File: config.mk
export PLATFORM = sky130hd
export DESIGN_NAME = ibuf_mac_array_flat
export DESIGN_NICKNAME = d
export VERILOG_FILES = /design/src/rtl/ibuf_mac_pkg.sv /design/src/rtl/ibuf_mac_array_if.sv /design/src/rtl/ibuf_mac_pe.sv /design/src/rtl/ibuf_mac_array.sv /design/src/flat_wrapper.sv
export SDC_FILE = /design/constraint.sdc
export NUM_CORES = 2
export LEC_CHECK = 0
export ABC_AREA = 1
export ABC_CLOCK_PERIOD_IN_PS = 4900
export BUFFER_PORTS_ARGS = -buffer_cell sky130_fd_sc_hd__buf_4
export CAP_MARGIN = 10
export CORE_ASPECT_RATIO = 2
export CORE_MARGIN = 4
export CORE_UTILIZATION = 65
export DETAILED_ROUTE_END_ITERATION = 10
export HOLD_SLACK_MARGIN = 0.03
export PLACE_DENSITY = 0.83
export SYNTH_ARGS = -nofsm -noshare
export SYNTH_HDL_FRONTEND = slang
export SYNTH_SLANG_ARGS = --single-unit
File: constraint.sdc
create_clock -name CLK -period 4.9 [get_ports CLK]
set_input_delay 0.49 -clock CLK [delete_from_list [all_inputs] [get_ports CLK]]
set_output_delay 0.49 -clock CLK [all_outputs]
set_load 0.02 [all_outputs]
File: src/rtl/ibuf_mac_pkg.sv
// Shared constants, FSM state type, skew-step record and the PE multiply
// helper for the ibuf_mac_array datapath.
// Build option: SIGNED_MAC_EN selects signed int8 operands (default unsigned).
package ibuf_mac_pkg;

  localparam int DIM          = 4;
  localparam int DATA_W       = 8;
  localparam int ACC_W        = 16;
  localparam int STREAM_STEPS = 7;

  typedef enum logic {
    ST_IDLE,
    ST_STREAM
  } state_t;

  // One step of the diagonal feed: per-lane valid plus the lane bytes.
  typedef struct packed {
    logic [DIM-1:0]        vld;
    logic [DIM*DATA_W-1:0] data;
  } step_t;

  // 8x8 product widened to the accumulator width; wraps mod 2^ACC_W.
  function automatic logic [ACC_W-1:0] mac_mult(input logic [DATA_W-1:0] a,
                                                input logic [DATA_W-1:0] w);
`ifdef SIGNED_MAC_EN
    logic signed [ACC_W-1:0] p;
    p = ACC_W'($signed(a)) * ACC_W'($signed(w));
    return p;
`else
    return ACC_W'(a) * ACC_W'(w);
`endif
  endfunction

endpackage

File: src/rtl/ibuf_mac_array_if.sv
// Load / start / result bus of ibuf_mac_array. The master side drives
// operands and control, the slave side (the array) returns the stream and sums.
interface ibuf_mac_array_if;
  logic        LOAD_EN;
  logic [1:0]  IDST;
  logic [31:0] IWord;
  logic        START_CALC;
  logic [3:0]  ODST_i;
  logic [3:0]  ODST_o;
  logic        W_LOAD;
  logic [1:0]  WROW;
  logic [31:0] WDATA;
  logic [31:0] IROW_o;
  logic [3:0]  ICOL_VALID;
  logic [63:0] ODATA;
  logic [3:0]  OVALID;

  modport master (
    output LOAD_EN, IDST, IWord, START_CALC, ODST_i, W_LOAD, WROW, WDATA,
    input  ODST_o, IROW_o, ICOL_VALID, ODATA, OVALID
  );

  modport slave (
    input  LOAD_EN, IDST, IWord, START_CALC, ODST_i, W_LOAD, WROW, WDATA,
    output ODST_o, IROW_o, ICOL_VALID, ODATA, OVALID
  );
endinterface

File: src/rtl/ibuf_mac_pe.sv
// Weight-stationary processing element: holds one weight, forwards the
// activation to the right and the partial sum downward, one cycle per hop.
module mac_pe
  import ibuf_mac_pkg::*;
(
  input  logic              clk,
  input  logic              rst_n,
  input  logic              w_we,
  input  logic [DATA_W-1:0] w_in,
  input  logic [DATA_W-1:0] a_in,
  input  logic              v_in,
  input  logic [ACC_W-1:0]  p_in,
  output logic [DATA_W-1:0] a_out,
  output logic              v_out,
  output logic [ACC_W-1:0]  p_out
);

  logic [DATA_W-1:0] w_q, w_d;
  logic [DATA_W-1:0] a_q, a_d;
  logic              v_q, v_d;
  logic [ACC_W-1:0]  p_q, p_d;

  // Next state: weight load, activation forward, multiply-accumulate.
  always_comb begin
    w_d = w_we ? w_in : w_q;
    a_d = a_in;
    v_d = v_in;
    p_d = p_in + mac_mult(a_in, w_q);
  end

  // PE registers, cleared by reset.
  always_ff @(posedge clk or negedge rst_n) begin
    if (!rst_n) begin
      w_q <= '0;
      a_q <= '0;
      v_q <= 1'b0;
      p_q <= '0;
    end else begin
      w_q <= w_d;
      a_q <= a_d;
      v_q <= v_d;
      p_q <= p_d;
    end
  end

  assign a_out = a_q;
  assign v_out = v_q;
  assign p_out = p_q;

endmodule

File: src/rtl/ibuf_mac_array.sv
// X staging buffer, stream FSM, diagonal skew generator, destination tag
// register and the 4x4 grid of mac_pe instances computing Y = X*W.
// Build option: SIGNED_MAC_EN (signed operands, see ibuf_mac_pkg).
module ibuf_mac_array
  import ibuf_mac_pkg::*;
(
  input logic              CLK,
  input logic              RSTN,
  ibuf_mac_array_if.slave  bus
);

  localparam logic [2:0] T_LAST = 3'(STREAM_STEPS - 1);

  logic [DIM-1:0][DIM*DATA_W-1:0] x_q, x_d;
  state_t                         state_q, state_d;
  logic [2:0]                     t_q, t_d;
  logic [DIM*DATA_W-1:0]          irow_q, irow_d;
  logic [DIM-1:0]                 icol_q, icol_d;
  logic [3:0]                     odst_q, odst_d;
  step_t                          step_nx;

  // Lane r carries X[t-r][r] while 0 <= t-r < DIM, otherwise zero.
  function automatic step_t skew_step(input logic [2:0] t,
                                      input logic [DIM-1:0][DIM*DATA_W-1:0] x);
    step_t s;
    int    m;
    s = '0;
    for (int r = 0; r < DIM; r++) begin
      m = int'(t) - r;
      if (m >= 0 && m < DIM) begin
        s.vld[r]                    = 1'b1;
        s.data[r*DATA_W +: DATA_W]  = x[m[1:0]][r*DATA_W +: DATA_W];
      end
    end
    return s;
  endfunction

  // Buffer writes, FSM sequencing and the next registered stream step.
  // An accepted start reads x_d so a same-edge row write is already visible.
  always_comb begin
    x_d     = x_q;
    state_d = state_q;
    t_d     = t_q;
    odst_d  = odst_q;
    step_nx = '0;
    if (state_q == ST_IDLE) begin
      if (bus.LOAD_EN) x_d[bus.IDST] = bus.IWord;
      if (bus.START_CALC) begin
        state_d = ST_STREAM;
        t_d     = 3'd0;
        odst_d  = bus.ODST_i;
        step_nx = skew_step(3'd0, x_d);
      end
    end else begin
      if (t_q == T_LAST) begin
        state_d = ST_IDLE;
        t_d     = 3'd0;
      end else begin
        t_d     = t_q + 3'd1;
        step_nx = skew_step(t_q + 3'd1, x_q);
      end
    end
    irow_d = step_nx.data;
    icol_d = step_nx.vld;
  end

  // Control, buffer and stream registers, all cleared by reset.
  always_ff @(posedge CLK or negedge RSTN) begin
    if (!RSTN) begin
      x_q     <= '0;
      state_q <= ST_IDLE;
      t_q     <= 3'd0;
      irow_q  <= '0;
      icol_q  <= '0;
      odst_q  <= '0;
    end else begin
      x_q     <= x_d;
      state_q <= state_d;
      t_q     <= t_d;
      irow_q  <= irow_d;
      icol_q  <= icol_d;
      odst_q  <= odst_d;
    end
  end

  logic [DATA_W-1:0] a_w [DIM][DIM];
  logic              v_w [DIM][DIM];
  logic [ACC_W-1:0]  p_w [DIM][DIM];

  for (genvar r = 0; r < DIM; r++) begin : g_row
    for (genvar c = 0; c < DIM; c++) begin : g_col
      logic [DATA_W-1:0] a_in;
      logic              v_in;
      logic [ACC_W-1:0]  p_in;

      if (c == 0) begin : g_feed
        assign a_in = irow_q[r*DATA_W +: DATA_W];
        assign v_in = icol_q[r];
      end else begin : g_left
        assign a_in = a_w[r][c-1];
        assign v_in = v_w[r][c-1];
      end

      if (r == 0) begin : g_top
        assign p_in = '0;
      end else begin : g_up
        assign p_in = p_w[r-1][c];
      end

      mac_pe u_pe (
        .clk   (CLK),
        .rst_n (RSTN),
        .w_we  (bus.W_LOAD && (bus.WROW == 2'(r))),
        .w_in  (bus.WDATA[c*DATA_W +: DATA_W]),
        .a_in  (a_in),
        .v_in  (v_in),
        .p_in  (p_in),
        .a_out (a_w[r][c]),
        .v_out (v_w[r][c]),
        .p_out (p_w[r][c])
      );
    end
  end

  logic [DIM*ACC_W-1:0] odata_w;
  logic [DIM-1:0]       ovld_w;
  logic                 edge_unused;

  // Bottom row drives the results; right-edge forwards have no consumer.
  always_comb begin
    odata_w     = '0;
    ovld_w      = '0;
    edge_unused = 1'b0;
    for (int c = 0; c < DIM; c++) begin
      odata_w[c*ACC_W +: ACC_W] = p_w[DIM-1][c];
      ovld_w[c]                 = v_w[DIM-1][c];
    end
    for (int r = 0; r < DIM; r++) begin
      edge_unused = edge_unused ^ (^a_w[r][DIM-1]);
      if (r < DIM - 1) edge_unused = edge_unused ^ v_w[r][DIM-1];
    end
  end

  assign bus.IROW_o     = irow_q;
  assign bus.ICOL_VALID = icol_q;
  assign bus.ODST_o     = odst_q;
  assign bus.ODATA      = odata_w;
  assign bus.OVALID     = ovld_w;

endmodule

File: src/flat_wrapper.sv
// flat-port wrapper written by rule: the top's interface ports become plain ports
module ibuf_mac_array_flat import ibuf_mac_pkg::*;
  (CLK, RSTN, bus_LOAD_EN, bus_IDST, bus_IWord, bus_START_CALC, bus_ODST_i, bus_W_LOAD, bus_WROW, bus_WDATA, bus_ODST_o, bus_IROW_o, bus_ICOL_VALID, bus_ODATA, bus_OVALID);
  ibuf_mac_array_if bus_i ();
  input logic CLK;
  input logic RSTN;
  input wire logic [$bits(bus_i.LOAD_EN)-1:0] bus_LOAD_EN;
  input wire logic [$bits(bus_i.IDST)-1:0] bus_IDST;
  input wire logic [$bits(bus_i.IWord)-1:0] bus_IWord;
  input wire logic [$bits(bus_i.START_CALC)-1:0] bus_START_CALC;
  input wire logic [$bits(bus_i.ODST_i)-1:0] bus_ODST_i;
  input wire logic [$bits(bus_i.W_LOAD)-1:0] bus_W_LOAD;
  input wire logic [$bits(bus_i.WROW)-1:0] bus_WROW;
  input wire logic [$bits(bus_i.WDATA)-1:0] bus_WDATA;
  output wire logic [$bits(bus_i.ODST_o)-1:0] bus_ODST_o;
  output wire logic [$bits(bus_i.IROW_o)-1:0] bus_IROW_o;
  output wire logic [$bits(bus_i.ICOL_VALID)-1:0] bus_ICOL_VALID;
  output wire logic [$bits(bus_i.ODATA)-1:0] bus_ODATA;
  output wire logic [$bits(bus_i.OVALID)-1:0] bus_OVALID;
  assign bus_i.LOAD_EN = bus_LOAD_EN;
  assign bus_i.IDST = bus_IDST;
  assign bus_i.IWord = bus_IWord;
  assign bus_i.START_CALC = bus_START_CALC;
  assign bus_i.ODST_i = bus_ODST_i;
  assign bus_i.W_LOAD = bus_W_LOAD;
  assign bus_i.WROW = bus_WROW;
  assign bus_i.WDATA = bus_WDATA;
  assign bus_ODST_o = bus_i.ODST_o;
  assign bus_IROW_o = bus_i.IROW_o;
  assign bus_ICOL_VALID = bus_i.ICOL_VALID;
  assign bus_ODATA = bus_i.ODATA;
  assign bus_OVALID = bus_i.OVALID;
  ibuf_mac_array u_core (.CLK(CLK), .RSTN(RSTN), .bus(bus_i));
endmodule
==> results.md <==
* WP data required at between 5000 and 6000 ps
* Rel. slew slack at about a fifth
* CP Capture Type: register
* Worst Hold Path Cells at 4
* Post-synthesis sequential area ratio at about a quarter
* Longest Clk Path Bufs at 3
* Post-synthesis mux area share at less than 1%
* Initial drt markers at 2735
* Xor and xnor fraction of the mapped netlist area at 1.57%
* Final setup viols at 0
* Area share of the largest cell type after synthesis at between 20% and 30%
* Crit-path cells: nand2_1, fa_1, inv_1, ha_1, ha_1, inv_1, fa_1, inv_1, ha_1, inv_1, fa_1, inv_1, nand3_1, nand3_1, nand2_1, nand2_1, xor2_1
* Vias at around 50000
* Cts repair resizes at 0
* Worst reg2reg path startpoint: u_core.bus.IROW_o[27]
* H-tree Lvls at 3
* Iteration count of the initial detailed-routing pass at 6
* Overall routed net length at 152 mm
* Post-synth EDFFs at 0
* Setup slack, reg-to-reg at approximately 860 ps
* Post-synth top cells: inv_1, nand2_1, fa_1, dfrtp_1, ha_1
* GRT Overall Usage at between 30 and 40%
* Max IR drop VDD at between 0.8 and 0.9 mV
* Final worst slack at around 860 ps
* HP Class: in -> reg
* GP Congestion at between 0.9 and 1
* Worst Tran Pin Value at 1210 ps
* Clock insertion delay at the later pin of the skew report at a little under 700 ps
* DRT antenna net count at 0
* FP Rows at 162
* Seq pwr share at approximately 30%
* Crit Path Max Fanout at 10
* Post-DR wirelength/cell at between 15 and 20 um
* Fin. Hold Viols at 0
* Hold Path End: u_core.t_q[0]
* Reg2reg path depth at 17
* Yosys reg bits at between 600 and 700
* Clock Skew at around 30 ps
* Clock Tree Root: clkbuf_16
* Vias in the first global route at ~54000
* CTS Buf Count at 67
* Clk slew on worst S/H paths at ~70 ps
* Yosys Warn Count at 0
* Power Density at roughly 460 nW/um2
* CTS Sinks at 656
* Synthesized area at between 60000 and 70000 um2
* Area of the core at between 90000 and 100000 um2
* Cell variety after synth at 27
* Tcrit/Tclk final at 82.4%
* Reg2reg end: u_core.g_row[3].g_col[0].u_pe.p_out[9]
* Pint at ~16000 uW
* Final slew viol count at 0
* # DRC at 0
* I/O pins at 185
* Die area at just over 100000 um2
* Largest family of logic cells by synthesized area: adder cells
* Area leader, netlist: dfrtp_1
* Layout net count at approximately 9600
* Post-Place Setup Slack at 878 ps
* Combinational group share of total power at roughly 53%
* Status: finished, final reports clean
* Clk pwr share at around 17%
* Port bufs at between 150 and 200
* Sw frac at 47.0%
* Initial antenna violation count at 1
* Pin count of the biggest net entering global routing at between 100 and 150
* Crit-path most repeated cell: inv_1
* Area grow syn2layout at 6.57%
* Leak pwr at about 0.043 uW
* Slowest-stage cell, CP: dfrtp_1
* Fmax at around 0.25 GHz
* Ys flop type: dfrtp_1
* Post-Synth Adder-Cell Area at roughly a third
* Most frequent cell after synthesis: inv_1
* DR vias/cell at 5.19
* Dpl hpwl at between 100 and 150 mm
* Cells after Synth at 8213
* Crit path time final at ~4000 ps
* Synth top area cells: dfrtp_1, fa_1, inv_1
* Initial Utilization at around 65%
* HP Start: bus_START_CALC
* Async S/R FF share, synth at 100%
* Mean post-synth cell area at between 7 and 8 um2
* Total gr overflow at 0
* Synth Area in Compound Gates at 3.85%
* Die H at about 450 um
* Max incr delay on CP at 630 ps
* Max Cap Viol at 0
* CP Data Arrival Time at about 4600 ps
* Post-Synth Simple-Gate Area at between 10% and 20%
* Mapped Nets at around 9600
* Fin Setup TNS at 0 ps
* First-pass GRT wire length at approximately 260 mm
* CP startpoint kind: register
* Setup CP Type: reg -> reg
* Final core occ at a little over two thirds
* Die width at 229 um
* RSZ-0062 raised after global routing: false
* Layout cells sized above 1 at between 4 and 5%
* Sw power at around 15000 uW
* CTS tree: done
[power by group through the flow]
stage                     Sequential [uW]  Combinational, uW  Clock (uW)
final                                9180              16500        5330
after global routing                 9390              19000        5630
after CTS                            9140              16700        5430
after detailed placement             9220              16500           0
after global placement               9140              16000           0
after floorplan                      8340              12200           0
[metrics by stage]
| step | total power (uW) | hold slack (ps) | instance area [um2] | std cells |
|---|---|---|---|---|
| floorplan | 20600 | 194 | 63700 | 8213 |
| global placement | 25200 | 358 | 65700 | 9397 |
| detailed placement | 25800 | 364 | 65700 | 9397 |
| CTS | 31200 | 48.2 | 67900 | 9521 |
| global route | 34100 | 112 | 67900 | 9522 |
| finish | 31000 | 90.5 | 67900 | 9522 |
[critical path, delay by kind of cell (launching register included)]
kind | cells | cell delay (ps)
buf+inv | 5 | 360
simple gates | 5 | 550
fa+ha+maj | 6 | 2190
xor+xnor | 1 | 210
flops | 1 | 630
[placed cells by master (no fill, tap or decap), types with 4 or more instances in the layout]
cell and instances:
inv_1 2589, clkinv_4 5, bufinv_16 5, buf_12 5, fa_1 744, nand2_2 4
a31oi_1 8, o21ai_0 196, xnor2_1 32, ha_1 571, nand2_1 2332, nor2_1 122
clkbuf_1 9, mux2_2 4, clkinv_2 11, clkbuf_16 69, nand3_2 4, xor2_1 82
clkinvlp_4 7, a21oi_1 126, o21ai_1 75, nand3_1 214, nor2_4 4, buf_4 193
dfrtp_1 656, a22oi_1 52, inv_6 7, clkbuf_8 5, dlygate4sd3_1 5, nand4_1 62
[area by class of cell]
| type | count | area, um2 |
|---|---|---|
| Inverter | 2592 | 9730 |
| Sequential cell | 656 | 16400 |
| Timing Repair Buffer | 204 | 1610 |
| Clock buffer | 83 | 1830 |
| Antenna cell | 1 | 2.50 |
| Multi-Input combinational cell | 4638 | 36300 |
| Tap cell | 1312 | 1640 |
| Clock inverter | 36 | 374 |
| Fill cell | 7725 | 29600 |
[routing by layer]
metal  up-vias  global-route usage (%)  wire (um)
met5         -                       0          0
met4         0                    26.5      16500
met3       766                    3.90       5740
met2      1544                    57.8      81600
met1     23870                    29.0      48000
li1      23204                       -          -
[registers in the layout, summed over array words and instances, names as in the netlist]
name                           count
u_core.bus.ICOL_VALID              4
u_core.bus.IROW_o                 32
u_core.bus.ODST_o                  4
u_core.g_row.g_col.u_pe.a_out     96
u_core.g_row.g_col.u_pe.p_out    256
u_core.g_row.g_col.u_pe.v_out      4
u_core.g_row.g_col.u_pe.w_q      128
u_core.state_q                     1
u_core.t_q                         3
u_core.x_q                       128
[cells by family (layout without fill, tap and decap cells)]
family | count (synthesis) | in the layout
flip-flops | 656 | 656
AO/OA/AOI/OAI | 461 | 461
XOR/XNOR | 114 | 114
buffers and inverters | 2919 | 2915
multiplexers | 4 | 4
adder cells (fa/ha/maj) | 1315 | 1315
other | 0 | 1
AND/OR/NAND/NOR | 2744 | 2744
[repair_timing]
| item | in CTS | in global routing |
|---|---|---|
| hold buffers | 5 | 0 |
| setup buffers | 0 | 0 |
| endpoints found under the hold margin | 99 | 0 |
[how the worst max path moves through the flow]
stage | from | to | slack [ps] | cells past startpoint
5_1_grt | u_core.bus.IROW_o[27] | u_core.g_row[3].g_col[0].u_pe.p_out[9] | 550 | 17
6_report | u_core.bus.IROW_o[27] | u_core.g_row[3].g_col[0].u_pe.p_out[9] | 860 | 17
3_3_place_gp | u_core.bus.IROW_o[31] | u_core.g_row[3].g_col[0].u_pe.p_out[10] | 950 | 15
4_1_cts | u_core.bus.IROW_o[27] | u_core.g_row[3].g_col[0].u_pe.p_out[9] | 840 | 17
3_5_place_dp | u_core.bus.IROW_o[27] | u_core.g_row[3].g_col[0].u_pe.p_out[9] | 880 | 17
2_1_floorplan | u_core.bus.IROW_o[5] | u_core.g_row[0].g_col[0].u_pe.p_out[15] | 1060 | 19
No activity file was read; power rests on OpenSTA's default activity.
